**config.mk**
```make
export PLATFORM = sky130hd
export DESIGN_NAME = ahb_cmd_master
export DESIGN_NICKNAME = d
export VERILOG_FILES = /design/src/rtl/ahb_cmd_master.sv
export SDC_FILE = /design/constraint.sdc
export NUM_CORES = 1
export LEC_CHECK = 0
export BUFFER_PORTS_ARGS = -buffer_cell sky130_fd_sc_hd__buf_2
export CAP_MARGIN = 30
export CORE_UTILIZATION = 48
export DETAILED_ROUTE_END_ITERATION = 12
export GPL_ROUTABILITY_DRIVEN = 0
export PLACE_DENSITY = 0.8
export SLEW_MARGIN = 20
export SYNTH_ARGS = -nofsm -noshare
export SYNTH_HDL_FRONTEND = slang
export SYNTH_SLANG_ARGS = --single-unit
```
**constraint.sdc**
```tcl
create_clock -name HCLK -period 1.5 [get_ports HCLK]
set_clock_uncertainty 0.05 [all_clocks]
set_input_delay 0.3 -clock HCLK [delete_from_list [all_inputs] [get_ports HCLK]]
set_output_delay 0.3 -clock HCLK [all_outputs]
set_load 0.02 [all_outputs]
```
**src/rtl/ahb_cmd_master.sv**
```systemverilog
// rtl/ahb_cmd_master.sv - pipelined AHB-Lite single-transfer command master
module ahb_cmd_master #(
  parameter logic [3:0] HPROT_VAL = 4'b0011
) (
  input  logic        HCLK,
  input  logic        HRESETn,
  input  logic        cmd_valid,
  output logic        cmd_ready,
  input  logic [31:0] cmd_addr,
  input  logic        cmd_write,
  input  logic [31:0] cmd_wdata,
  output logic        rsp_valid,
  output logic [31:0] rsp_rdata,
  output logic        rsp_err,
  output logic [31:0] HADDR,
  output logic [1:0]  HTRANS,
  output logic        HWRITE,
  output logic [2:0]  HSIZE,
  output logic [2:0]  HBURST,
  output logic [3:0]  HPROT,
  output logic [31:0] HWDATA,
  input  logic [31:0] HRDATA,
  input  logic        HREADY,
  input  logic        HRESP
);

  typedef enum logic [1:0] {
    TR_IDLE   = 2'b00,
    TR_NONSEQ = 2'b10
  } htrans_e;

  // Address-phase state (registered, drives the bus directly)
  htrans_e     r_htrans;
  htrans_e     w_htrans_nxt;
  logic [31:0] r_haddr;
  logic [31:0] w_haddr_nxt;
  logic        r_hwrite;
  logic        w_hwrite_nxt;
  logic [31:0] r_wdata;
  logic [31:0] w_wdata_nxt;
  logic        r_replay;
  logic        w_replay_nxt;

  // Data-phase state
  logic        r_dp_valid;
  logic        r_dp_write;
  logic [31:0] r_hwdata;

  // Response strobe
  logic        r_rsp_valid;
  logic        r_rsp_err;
  logic [31:0] r_rsp_rdata;

  logic        w_cmd_ready;
  logic        w_accept;
  logic        w_dp_done;
  logic        w_err_first;
  logic        w_addr_nonseq;

  // A new command may only enter while the bus advances and no errored
  // command is waiting to be reissued; held low throughout reset.
  assign w_cmd_ready   = HRESETn & HREADY & ~r_replay & ~(HRESP & ~HREADY);
  assign w_accept      = cmd_valid & w_cmd_ready;
  assign w_dp_done     = r_dp_valid & HREADY;
  assign w_addr_nonseq = (r_htrans == TR_NONSEQ);
  // First cycle of a two-cycle ERROR with a transfer queued behind it: the
  // queued address phase must be cancelled and replayed later.
  assign w_err_first   = ~HREADY & HRESP & r_dp_valid & w_addr_nonseq;

  // Next address-phase contents: reissue, new command, cancel on error, or hold
  always_comb begin
    w_htrans_nxt = r_htrans;
    w_haddr_nxt  = r_haddr;
    w_hwrite_nxt = r_hwrite;
    w_wdata_nxt  = r_wdata;
    w_replay_nxt = r_replay;
    if (HREADY) begin
      if (r_replay) begin
        // While the errored data phase is still finishing the bus stays IDLE;
        // the retained command goes out on the edge after it has completed.
        if (!r_dp_valid) begin
          w_htrans_nxt = TR_NONSEQ;
          w_replay_nxt = 1'b0;
        end else begin
          w_htrans_nxt = TR_IDLE;
        end
      end else if (w_accept) begin
        w_htrans_nxt = TR_NONSEQ;
        w_haddr_nxt  = {cmd_addr[31:2], 2'b00};
        w_hwrite_nxt = cmd_write;
        w_wdata_nxt  = cmd_wdata;
      end else begin
        w_htrans_nxt = TR_IDLE;
      end
    end else if (w_err_first) begin
      w_htrans_nxt = TR_IDLE;
      w_replay_nxt = 1'b1;
    end
  end

  // Address-phase registers
  always_ff @(posedge HCLK or negedge HRESETn) begin
    if (!HRESETn) begin
      r_htrans <= TR_IDLE;
      r_haddr  <= 32'h0;
      r_hwrite <= 1'b0;
      r_wdata  <= 32'h0;
      r_replay <= 1'b0;
    end else begin
      r_htrans <= w_htrans_nxt;
      r_haddr  <= w_haddr_nxt;
      r_hwrite <= w_hwrite_nxt;
      r_wdata  <= w_wdata_nxt;
      r_replay <= w_replay_nxt;
    end
  end

  // Data phase: a completed NONSEQ address phase becomes the active data phase
  always_ff @(posedge HCLK or negedge HRESETn) begin
    if (!HRESETn) begin
      r_dp_valid <= 1'b0;
      r_dp_write <= 1'b0;
      r_hwdata   <= 32'h0;
    end else if (HREADY) begin
      r_dp_valid <= w_addr_nonseq;
      if (w_addr_nonseq) begin
        r_dp_write <= r_hwrite;
        r_hwdata   <= r_wdata;
      end
    end
  end

  // Response: one-cycle strobe after each completed data phase
  always_ff @(posedge HCLK or negedge HRESETn) begin
    if (!HRESETn) begin
      r_rsp_valid <= 1'b0;
      r_rsp_err   <= 1'b0;
      r_rsp_rdata <= 32'h0;
    end else begin
      r_rsp_valid <= w_dp_done;
      if (w_dp_done) begin
        r_rsp_err   <= HRESP;
        r_rsp_rdata <= (!r_dp_write && !HRESP) ? HRDATA : 32'h0;
      end
    end
  end

  assign cmd_ready = w_cmd_ready;
  assign rsp_valid = r_rsp_valid;
  assign rsp_rdata = r_rsp_rdata;
  assign rsp_err   = r_rsp_err;
  assign HADDR     = r_haddr;
  assign HTRANS    = r_htrans;
  assign HWRITE    = r_hwrite;
  assign HWDATA    = r_hwdata;
  assign HSIZE     = 3'b010;
  assign HBURST    = 3'b000;
  assign HPROT     = HPROT_VAL;

endmodule

```
# Word-level counts from Yosys, hierarchy flattened
# Cells that the tools add are included.
[word_totals]
ff_bits = 134
[op_classes]
muxes = 10
eq_ne = 1
reduce_logical = 6
bitwise_logic = 11
[op_table]
columns = ["cell", "n"]
rows = [
  ["32-bit two-way mux", 1],
  ["2-bit two-way mux", 5],
  ["1-bit AND", 8],
  ["1-bit two-way mux", 4],
  ["1-bit inverter", 3],
  ["3-bit AND reduction", 1],
  ["2-bit equality test (second input constant)", 1],
  ["1-bit zero test", 2],
  ["2-bit AND reduction", 1],
  ["2-bit nonzero test", 1],
  ["1-bit logical AND", 1],
]

# Depth between registers and ports, before layout
[depth]
depth_word = 8
ltp_mapped = 5

# Least setup slack after synthesis
# OpenSTA, ideal clock, no wires.
[synth_timing]
path_kind = "flip-flop to flip-flop"
start = "register r_replay"
end = "register r_haddr[10], in the netlist HADDR[10]"
arrival_time_ns = 1.183
setup_time_ns = 0.125
setup_slack_ns = 0.141
period_less_slack_ns = 1.359
path_stages_with_launch = 5
n_path_buf = 1
path_cell_list = "dfrtp_1 -> nor2b_2 -> nand3_4 -> buf_6 -> mux2_4"
[synth_between]
elab_chain_len = 5
[synth_rtl]
columns = ["element", "line_no", "source"]
rows = [
  ["start, declared", "41", "logic r_replay;"],
  ["start signal, assigned", "114", "r_replay <= w_replay_nxt;"],
  ["1-bit inverter (no line) (*)", "n/a", ""],
  ["1-bit AND (2 in series)", "62", "assign w_cmd_ready = HRESETn & HREADY & ~r_replay & ~(HRESP & ~HREADY);"],
  ["1-bit AND", "63", "assign w_accept = cmd_valid & w_cmd_ready;"],
  ["3-bit AND reduction (no line) (*)", "n/a", ""],
  ["end signal, assigned", "111", "r_haddr <= w_haddr_nxt;"],
  ["end, declared", "35", "logic [31:0] r_haddr;"],
]
# Every way passes the cells marked *; elsewhere a longest branch is shown, timed or not.
# A chain may end at the register's enable or synchronous reset.

# Worst setup path after layout
[layout_timing]
start = "register r_replay"
end = "output port cmd_ready"
[layout_between]
elab_chain_len = 3
[layout_rtl]
columns = ["element", "line_no", "source"]
rows = [
  ["1-bit inverter (no line)", "n/a", ""],
  ["1-bit AND (2 in series)", "62", ""],
  ["end, declared", "8", "output logic cmd_ready,"],
]
# No other way between the ends.

==> impl_metrics.env <==
export IMPL_rsz0062_at_grt="yes"
export IMPL_total_power_mw=12.9
export IMPL_power_density_mw_per_mm2=1610
export IMPL_drv_slew=0
export IMPL_start_kind="flop"
export IMPL_finalSetupViolCount=1
export IMPL_yosys_top_cells_count="dfrtp_1 (133), mux2_4 (60), mux2_2 (37), a22o_1 (32), buf_4 (18)"
export IMPL_path_delay_family="flip-flops"
export IMPL_cts_tree="built"
export IMPL_dp_hpwl_mm=7.48
export IMPL_slowest_stage="dfrtp_1"
export IMPL_drt_iter0_drc=92
export IMPL_drc=0
export IMPL_swShare=0.309
export IMPL_io_pins=214
export IMPL_cp_end_kind="primary output"
export IMPL_yosysMostFrequentCell="dfrtp_1"
export IMPL_rr_startpoint="r_replay"
export IMPL_cts_clk_slew_worst_paths_ns=0.05
export IMPL_avgSynthCellArea_um2=16.9
export IMPL_setup_ws_ns=-0.304
export IMPL_crit_chain="nor2b_2 -> buf_4 -> and2_4 -> buf_6"
export IMPL_holdWs_ns=0.0294
export IMPL_wirelength_mm=13.3
export IMPL_yosysWarnings=0
export IMPL_vias=3776
export IMPL_yosysTopAreaCellShare=0.630
export IMPL_clkPwrFrac=0.289
export IMPL_sequentialPowerShare=0.405
export IMPL_peakVddDrop_v=0.00111
export IMPL_worstPathMaxFanout=2
export IMPL_yosysTopAreaCell="dfrtp_1"
export IMPL_core_area_mm2=0.0105
export IMPL_worstPathRequired_ns=1.15
export IMPL_fin_nets=728
export IMPL_synth_top_flop_cell="dfrtp_1"
export IMPL_post_route_period_util=1.20
export IMPL_netlist_instances=312
export IMPL_violations="setup timing"
export IMPL_avgRoutedWirePerCell_um=17.1
export IMPL_synth_distinct_cells=20
export IMPL_fp_row_count=37
export IMPL_hold_path_startpoint="HRESP"
export IMPL_drive_above_1_share=0.542
export IMPL_first_pass_iters=4
export IMPL_clock_path_buffers=2
export IMPL_cts_sinks=133
export IMPL_grt_pass1_wl_mm=21.1
export IMPL_p_leak_nw=4.18
export IMPL_netSwitchingPower_mw=3.97
export IMPL_p_int_mw=8.90
export IMPL_cts_made_buffers=17
export IMPL_max_freq_ghz=0.554
export IMPL_dieArea_mm2=0.0114
export IMPL_crit_buf_inv=2
export IMPL_grt_total_usage=0.249
export IMPL_n_antenna_cell=0
export IMPL_syn_cell_area_mm2=0.00528
export IMPL_hold_class="primary input to flop"
export IMPL_min_period_ns=1.80
export IMPL_grt_overflow_total=0
export IMPL_cp_arrival_ns=1.45
export IMPL_timing_slew_headroom=0.595
export IMPL_post_route_util=0.762
export IMPL_antenna_found_initial=0
export IMPL_cts_root_buffer="clkbuf_8"
export IMPL_grt_max_degree=51
export IMPL_worst_slew_pin_slew_ns=0.608
export IMPL_synth_edf_count=0
export IMPL_combPwrFrac=0.306
export IMPL_clk_latency_ns=0.52
export IMPL_grt_pass1_vias=4217
export IMPL_critical_path_class="flop to primary output"
export IMPL_via_per_inst=4.88
export IMPL_yosysSeqAreaShare=0.630
export IMPL_outcome="finished with violations"
export IMPL_syn2layout_area_growth_pct=51.7
export IMPL_die_height_um=107
export IMPL_ys_seq_elements=133
export IMPL_die_w_um=107
export IMPL_numPortBuffers=198
export IMPL_ant_nets=0
export IMPL_synth_area_top_cells="dfrtp_1 (63%), mux2_4 (17%), mux2_2 (7.9%)"
export IMPL_async_flop_share=1.00
export IMPL_timing_hold_violations_final=0
export IMPL_htreeDepth=4
export IMPL_start_util=0.502
export IMPL_max_stage_delay_ns=0.38
export IMPL_startpoint="r_replay"
export IMPL_drv_cap=0
export IMPL_fillCellCount=621
==> sequential cells by signal, indices dropped and copies added (netlist names), 30 cells and up <==
name       flops
HWDATA        32
HADDR         30
r_wdata       32
rsp_rdata     32
==> worst min-delay path, cell delays in order <==
cell,delay [ns]
buf_2,0.13
nand2_1,0.06
o31ai_1,0.06
==> area by class of cell <==
type | instances | area [um^2] | share of cell area
clock inverters | 4 | 45.0 | 0.00562
multi-input cells | 157 | 1750 | 0.219
repair buffers | 314 | 2210 | 0.276
inverters | 3 | 11.3 | 0.00141
clock buffers | 27 | 492 | 0.0614
well taps | 136 | 170 | 0.0212
flip-flops and latches | 133 | 3330 | 0.416
==> power groups by stage <==
stage / combinational (mW) / clock [mW] / sequential, mW
finish: 3.94 / 3.72 / 5.22
global route: 4.18 / 3.96 / 5.35
CTS: 3.91 / 3.79 / 5.18
detailed placement: 3.68 / 0 / 5.21
global placement: 3.62 / 0 / 5.15
floorplan: 1.38 / 0 / 6.17
==> cell usage in the layout (no fill, tap or decap), types with 5 or more instances in the layout <==
cell type | netlist | routed
a22o_1 | 32 | 32
buf_12 | 0 | 7
buf_2 | 3 | 195
buf_4 | 18 | 13
clkbuf_1 | 3 | 6
clkbuf_16 | 0 | 16
clkbuf_8 | 0 | 5
conb_1 | 2 | 13
dfrtp_1 | 133 | 132
dlygate4sd3_1 | 0 | 97
mux2_2 | 37 | 37
mux2_4 | 60 | 60
==> cells by family after synthesis <==
group,count (synthesis),synth area share
DFF,133,0.630
muxes,97,0.250
and+or+nand+nor,10,0.0145
AOI/OAI and AO/OA,37,0.0585
buffers and inverters,33,0.0455
other,2,0.00142
==> per-stage QoR <==
stage	instances	cell area, um^2	TNS (ns)	setup WS (ns)
final	774	8010	-0.304	-0.304
after detailed placement	642	6450	-0.0392	-0.00873
after floorplan	323	5320	0	0.141
after global routing	774	8010	-0.446	-0.378
after CTS	771	7980	-0.331	-0.331
after global placement	642	6450	0	0.00979
==> repair_timing <==
action,CTS,global route
pin swaps,0,0
gates cloned,0,0
gates resized for setup,4,2
buffers inserted,1,3
hold buffers,97,0
endpoints found under the setup margin,2,15
endpoints found under the hold margin,111,0
==> path summary, 6_finish.rpt <==
kind / to / slack, ns / cells past startpoint
min in group asynchronous: r_wdata[17] / 0.24 / 3
hold / removal: r_replay / 0.03 / 3
setup / recovery: cmd_ready / -0.30 / 4
setup reg to reg: r_wdata[2] / 0.05 / 4
hold reg to reg: HWDATA[8] / 0.45 / 1
max in group asynchronous: rsp_rdata[20] / 0.29 / 4
==> per-layer routing <==
metal / vias to the layer above / GRT usage / share of wire
met3: 33 / 0.0748 / 0.058
met4: 0 / 0.124 / 0.027
met5: - / 0 / 0
met1: 1865 / 0.258 / 0.36
met2: 168 / 0.455 / 0.55
li1: 1710 / - / -
(Power assumes the default switching activity.)
